**config.mk**
```make
export PLATFORM = sky130hd
export DESIGN_NAME = fifo_burst_reader
export DESIGN_NICKNAME = d
export VERILOG_FILES = /design/src/rtl/fifo_burst_reader.sv
export SDC_FILE = /design/constraint.sdc
export NUM_CORES = 1
export LEC_CHECK = 0
export CORE_MARGIN = 2
export CORE_UTILIZATION = 51
export DETAILED_ROUTE_END_ITERATION = 16
export PLACE_DENSITY = 0.74
export SLEW_MARGIN = 15
export SYNTH_ARGS = -nofsm -noshare
export SYNTH_HDL_FRONTEND = slang
export SYNTH_SLANG_ARGS = --single-unit
export TNS_END_PERCENT = 50
```
**constraint.sdc**
```tcl
create_clock -name clk -period 4.6 [get_ports clk]
set_clock_uncertainty 0.1 [all_clocks]
set_input_delay 0.92 -clock clk [delete_from_list [all_inputs] [get_ports clk]]
set_output_delay 0.92 -clock clk [all_outputs]
set_load 0.005 [all_outputs]
```
**src/rtl/fifo_burst_reader.sv**
```systemverilog
// -----------------------------------------------------------------------------
// fifo_burst_reader
//
// Pulls words from a show-ahead FIFO in bursts and presents them on a
// valid/ready stream with a last marker on the final word of each burst.
//
// A burst starts from IDLE in one of two ways:
//   * the FIFO reports it is not almost-empty: a full burst of burst_len words
//   * the FIFO has held data for timeout idle cycles: a single-word burst
//     that flushes a stragglers word
//
// Popped words land in a 2-entry output buffer, so the reader can pop and
// hand off one word per cycle while still absorbing downstream backpressure
// without losing words.
//
// Ports
//   clk               single clock, rising edge
//   reset_n           asynchronous active-low reset
//   fifo_rd_data      FIFO head word, valid while fifo_empty is low
//   fifo_empty        FIFO empty flag
//   fifo_almost_empty FIFO almost-empty flag
//   fifo_rd_en        pop strobe, one word per high cycle
//   out_data          output stream word (oldest buffered entry)
//   out_valid         out_data holds a word
//   out_ready         downstream accepts the current word
//   out_last          final word of a burst, qualified by out_valid
//   busy              a burst is in progress or words are still buffered
//   burst_count       number of completed bursts, wraps at 16 bits
// -----------------------------------------------------------------------------
module fifo_burst_reader #(
  parameter int width     = 32,
  parameter int burst_len = 8,
  parameter int timeout   = 64
) (
  input  logic             clk,
  input  logic             reset_n,
  input  logic [width-1:0] fifo_rd_data,
  input  logic             fifo_empty,
  input  logic             fifo_almost_empty,
  output logic             fifo_rd_en,
  output logic [width-1:0] out_data,
  output logic             out_valid,
  input  logic             out_ready,
  output logic             out_last,
  output logic             busy,
  output logic [15:0]      burst_count
);

  typedef enum logic [1:0] {
    IDLE  = 2'd0,
    BURST = 2'd1,
    DRAIN = 2'd2
  } state_t;

  localparam logic [7:0]  full_size   = 8'(burst_len);
  localparam logic [15:0] timer_limit = 16'(timeout - 1);

  state_t           state;
  state_t           state_next;

  logic [7:0]       issued;
  logic [7:0]       size;
  logic [15:0]      idle_timer;

  // entry 0 is always the oldest word and drives the output directly
  logic [width-1:0] data0;
  logic [width-1:0] data1;
  logic             last0;
  logic             last1;
  logic [1:0]       occupancy;

  logic             xfer;
  logic             pop_last;
  logic             start_full;
  logic             start_single;

  assign out_valid = (occupancy != 2'd0);
  assign out_data  = data0;
  assign out_last  = out_valid & last0;
  assign busy      = (state != IDLE) || out_valid;
  assign xfer      = out_valid && out_ready;
  assign pop_last  = (issued == size - 8'd1);

  // State register
  always_ff @(posedge clk or negedge reset_n) begin
    if (!reset_n) begin
      state <= IDLE;
    end else begin
      state <= state_next;
    end
  end

  // Next-state and pop strobe. The almost-empty trigger is checked first so
  // a full burst is preferred over a timeout flush when both are possible.
  // A burst only finishes once its last-marked word has left the buffer, so
  // pops for the following burst can never overtake it.
  always_comb begin
    state_next   = state;
    start_full   = 1'b0;
    start_single = 1'b0;
    fifo_rd_en   = 1'b0;

    case (state)
      IDLE: begin
        if (!fifo_almost_empty) begin
          start_full = 1'b1;
        end else if (!fifo_empty && (idle_timer == timer_limit)) begin
          start_single = 1'b1;
        end
        if (start_full || start_single) begin
          state_next = BURST;
        end
      end

      BURST: begin
        fifo_rd_en = !fifo_empty && (occupancy != 2'd2) && (issued < size);
        if (fifo_rd_en && pop_last) begin
          state_next = DRAIN;
        end
      end

      DRAIN: begin
        if (xfer && last0) begin
          state_next = IDLE;
        end
      end

      default: begin
        state_next = IDLE;
      end
    endcase
  end

  // Burst bookkeeping: the idle timer only runs in IDLE, and both it and the
  // issued counter are cleared when a burst is launched.
  always_ff @(posedge clk or negedge reset_n) begin
    if (!reset_n) begin
      issued     <= 8'd0;
      size       <= 8'd0;
      idle_timer <= 16'd0;
    end else if (state == IDLE) begin
      if (start_full || start_single) begin
        issued     <= 8'd0;
        idle_timer <= 16'd0;
        size       <= start_full ? full_size : 8'd1;
      end else if (fifo_empty) begin
        idle_timer <= 16'd0;
      end else begin
        idle_timer <= idle_timer + 16'd1;
      end
    end else if (fifo_rd_en) begin
      issued <= issued + 8'd1;
    end
  end

  // Completed-burst counter, advanced when the last word of a burst leaves.
  always_ff @(posedge clk or negedge reset_n) begin
    if (!reset_n) begin
      burst_count <= 16'd0;
    end else if ((state == DRAIN) && xfer && last0) begin
      burst_count <= burst_count + 16'd1;
    end
  end

  // Output buffer. A pop writes into the first free slot; a transfer shifts
  // entry 1 down into entry 0. When both happen together with one word held,
  // the new word replaces the departing one so throughput stays at one word
  // per cycle. A pop is never issued with both slots full.
  always_ff @(posedge clk or negedge reset_n) begin
    if (!reset_n) begin
      data0     <= '0;
      data1     <= '0;
      last0     <= 1'b0;
      last1     <= 1'b0;
      occupancy <= 2'd0;
    end else begin
      case ({fifo_rd_en, xfer})
        2'b10: begin
          if (occupancy == 2'd0) begin
            data0 <= fifo_rd_data;
            last0 <= pop_last;
          end else begin
            data1 <= fifo_rd_data;
            last1 <= pop_last;
          end
          occupancy <= occupancy + 2'd1;
        end

        2'b01: begin
          data0     <= data1;
          last0     <= last1;
          occupancy <= occupancy - 2'd1;
        end

        2'b11: begin
          data0 <= fifo_rd_data;
          last0 <= pop_last;
        end

        default: begin
        end
      endcase
    end
  end

endmodule

```
==> impl_metrics.env <==
export IMPL_status="complete, no violations"
export IMPL_end_kind="output pin"
export IMPL_cts_sinks=112
export IMPL_die_h_um=106
export IMPL_drt_pass1_iter_count=4
export IMPL_place_congestion=0.870
export IMPL_start_kind="input pin"
export IMPL_crit_type="in2out"
export IMPL_vias=3680
export IMPL_drc_errors=0
export IMPL_grt_use_met2=0.324
export IMPL_timing_final_crit_share=0.865
export IMPL_rsz0062_at_grt="false"
export IMPL_ctsResizeCount=0
export IMPL_crit_path_max_incr_delay_ns=0.51
export IMPL_fin_ws_ns=0.621
export IMPL_syn_num_nets=484
export IMPL_syn_to_final_growth_pct=23.3
export IMPL_drt_iter0_markers=122
export IMPL_crit_chain="clkdlybuf4s50_1 -> or2_2 -> a2111oi_0 -> buf_4 -> nand2_1 -> inv_1 -> clkdlybuf4s50_1"
export IMPL_power_density_nw_per_um2=567
export IMPL_num_rows=37
export IMPL_synth_edff_count=0
export IMPL_design_area_sq_um=6550
export IMPL_dp_final_hpwl_um=7320
export IMPL_routedWlPerCell_um=16.0
export IMPL_setup_viol=0
export IMPL_min_period_ns=3.98
export IMPL_synth_seq_cells=112
export IMPL_htreeDepth=3
export IMPL_hold_slack_ns=0.401
export IMPL_clock_root_buffer="clkbuf_8"
export IMPL_ys_async_sr_fraction=1.00
export IMPL_ys_warn_count=0
export IMPL_cpMostUsedCell="clkdlybuf4s50_1"
export IMPL_finalSetupTns_ns=0
export IMPL_ios=89
export IMPL_synth_cell_area_sq_um=5310
export IMPL_grt_pass1_vias=3701
export IMPL_ctsHoldBuffers=0
export IMPL_avgSynthCellArea_sq_um=12.1
export IMPL_die_w_um=106
export IMPL_worst_slew_pin_slew_ns=1.10
export IMPL_clock_path_buffers=2
export IMPL_slew_headroom=0.264
export IMPL_dieArea_sq_um=11200
export IMPL_routed_wirelength_um=10600
export IMPL_grt_pass1_wl_um=18200
export IMPL_antenna_found_initial=0
export IMPL_fp_coreArea_sq_um=10200
export IMPL_finalHoldViolCount=0
export IMPL_synth_main_ff_cell="dfrtp_1"
export IMPL_regArea_sq_um=2800
export IMPL_met3_usage=0.0650
export IMPL_stdcell_count=666
export IMPL_arrival_ns=2.96
export IMPL_multi_input_area_sq_um=2380
export IMPL_dp_slack_ns=0.637
export IMPL_clk_latency_ns=0.36
export IMPL_power_mw=3.71
export IMPL_leakage_nw=2.79
export IMPL_post_cts_buffers=0
export IMPL_initial_core_util=0.519
export IMPL_cpMaxStageDelayCell="clkdlybuf4s50_1"
export IMPL_viasPerCell=5.53
export IMPL_grt_use_total=0.202
export IMPL_drtAntennaViolNets=0
export IMPL_numCtsBuffers=9
export IMPL_synth_cells=439
export IMPL_utilization=0.640
export IMPL_num_antenna_cells=0
export IMPL_required_ns=3.58
export IMPL_fill_cells=815
export IMPL_fin_nets=570
export IMPL_path_max_fanout=4
export IMPL_path_clk_slew_ns=0.10
export IMPL_seq_area_frac_synth=0.528
export IMPL_synthDistinctLibCells=48
export IMPL_drv_cap=0
export IMPL_slew_violations=0
export IMPL_drive_gt1_frac=0.242
export IMPL_place_inst=650
export IMPL_port_buffers=88
export IMPL_peakVddDrop_uv=314
export IMPL_grtUsageMet1=0.278
export IMPL_grt_max_degree=79
export IMPL_placed_area_sq_um=6320
export IMPL_grt_remaining_overflow=0
export IMPL_hp_class="reg2reg"
export IMPL_fmax_mhz=251
export IMPL_busiest_layer="met2"
export IMPL_cts_tree="built"
## final cells by class
cell class / count / area share
Clock buffer: 10 / 0.0195
Clock inverter: 6 / 0.0153
Inverter: 11 / 0.00631
Multi-Input combinational cell: 297 / 0.364
Sequential cell: 112 / 0.428
Tap cell: 136 / 0.0260
Timing Repair Buffer: 94 / 0.141
## cells in the mapped netlist (3+ instances only)
master / count / share of area
nand4_1: 10 / 0.012
nand3_1: 21 / 0.020
nand2b_1: 4 / 0.0047
ha_1: 8 / 0.019
xnor2_1: 11 / 0.018
a31o_2: 3 / 0.0050
inv_1: 11 / 0.0078
nor2_1: 10 / 0.0071
nor3_1: 5 / 0.0047
and4_1: 5 / 0.0082
a21oi_1: 4 / 0.0038
nand2_1: 30 / 0.021
xor2_1: 7 / 0.012
a31oi_1: 5 / 0.0059
nor2b_1: 7 / 0.0082
mux2_2: 97 / 0.21
and3_1: 6 / 0.0071
clkbuf_1: 15 / 0.011
o31ai_1: 3 / 0.0042
and2_1: 5 / 0.0059
or3_1: 9 / 0.011
dfrtp_1: 112 / 0.53
o21ai_0: 17 / 0.016
buf_6: 3 / 0.0064
## registers in the layout (all words and copies together), names as in the netlist
| name | flops |
|---|---|
| occupancy | 2 |
| out_data | 32 |
| burst_count | 16 |
| data1 | 32 |
| last1 | 1 |
| last0 | 1 |
| size | 2 |
| state | 2 |
| idle_timer | 16 |
| issued | 8 |
## worst max-delay path: cells and delay by family
kind / cells / cell delay (ns)
AND/OR/NAND/NOR: 2 / 0.41
buffers and inverters: 4 / 1.28
AO/OA/AOI/OAI: 1 / 0.35
## where the power goes
group | switching [mW] | leakage, nW | total (mW) | internal, mW
clock | 0.349 | 0.114 | 0.666 | 0.317
sequential | 0.242 | 1.40 | 1.59 | 1.35
combinational | 0.562 | 1.27 | 1.46 | 0.895
total | 1.15 | 2.79 | 3.71 | 2.56
## path summary, 6_finish.rpt
kind	start	end	slack, ns	depth (start not counted)
worst max-delay path	fifo_empty	fifo_rd_en	0.62	7
worst min-delay path	last1	last1	0.40	2
worst max register to register	issued[0]	out_data[3]	1.57	10
worst min register to register	last1	last1	0.40	2
max in group asynchronous	reset_n	out_data[28]	2.93	2
min in group asynchronous	reset_n	idle_timer[10]	0.59	1
## metal layers
| metal | share of wire | vias to the layer above |
|---|---|---|
| met3 | 0.054 | 2 |
| met4 | 0.0036 | 0 |
| met2 | 0.46 | 69 |
| li1 | - | 1755 |
| met5 | 0 | - |
| met1 | 0.48 | 1854 |
## logic make-up (layout without fill, tap and decap cells)
logic type / Yosys count / after routing / synth area share
AND/OR/NAND/NOR: 122 / 122 / 0.123
XOR/XNOR: 18 / 18 / 0.0297
flip-flops: 112 / 112 / 0.528
multiplexers: 98 / 98 / 0.208
AO/OA/AOI/OAI: 51 / 51 / 0.0669
buffers and inverters: 30 / 121 / 0.0255
adder cells (fa/ha/maj): 8 / 8 / 0.0189
## cells in the final DEF, fill, tap and decap left out, types with 3 or more instances in the layout
cell / netlist / routed
dfrtp_1: 112 / 112
mux2_2: 97 / 97
clkdlybuf4s50_1: 0 / 87
nand2_1: 30 / 30
nand3_1: 21 / 21
o21ai_0: 17 / 17
inv_1: 11 / 11
xnor2_1: 11 / 11
nor2_1: 10 / 10
nand4_1: 10 / 10
or3_1: 9 / 9
clkbuf_8: 0 / 9
ha_1: 8 / 8
nor2b_1: 7 / 7
xor2_1: 7 / 7
buf_4: 0 / 7
and3_1: 6 / 6
and4_1: 5 / 5
a31oi_1: 5 / 5
and2_1: 5 / 5
nor3_1: 5 / 5
a21oi_1: 4 / 4
nand2b_1: 4 / 4
o31ai_1: 3 / 3
a31o_2: 3 / 3
Power figures use the tool's default switching activity.
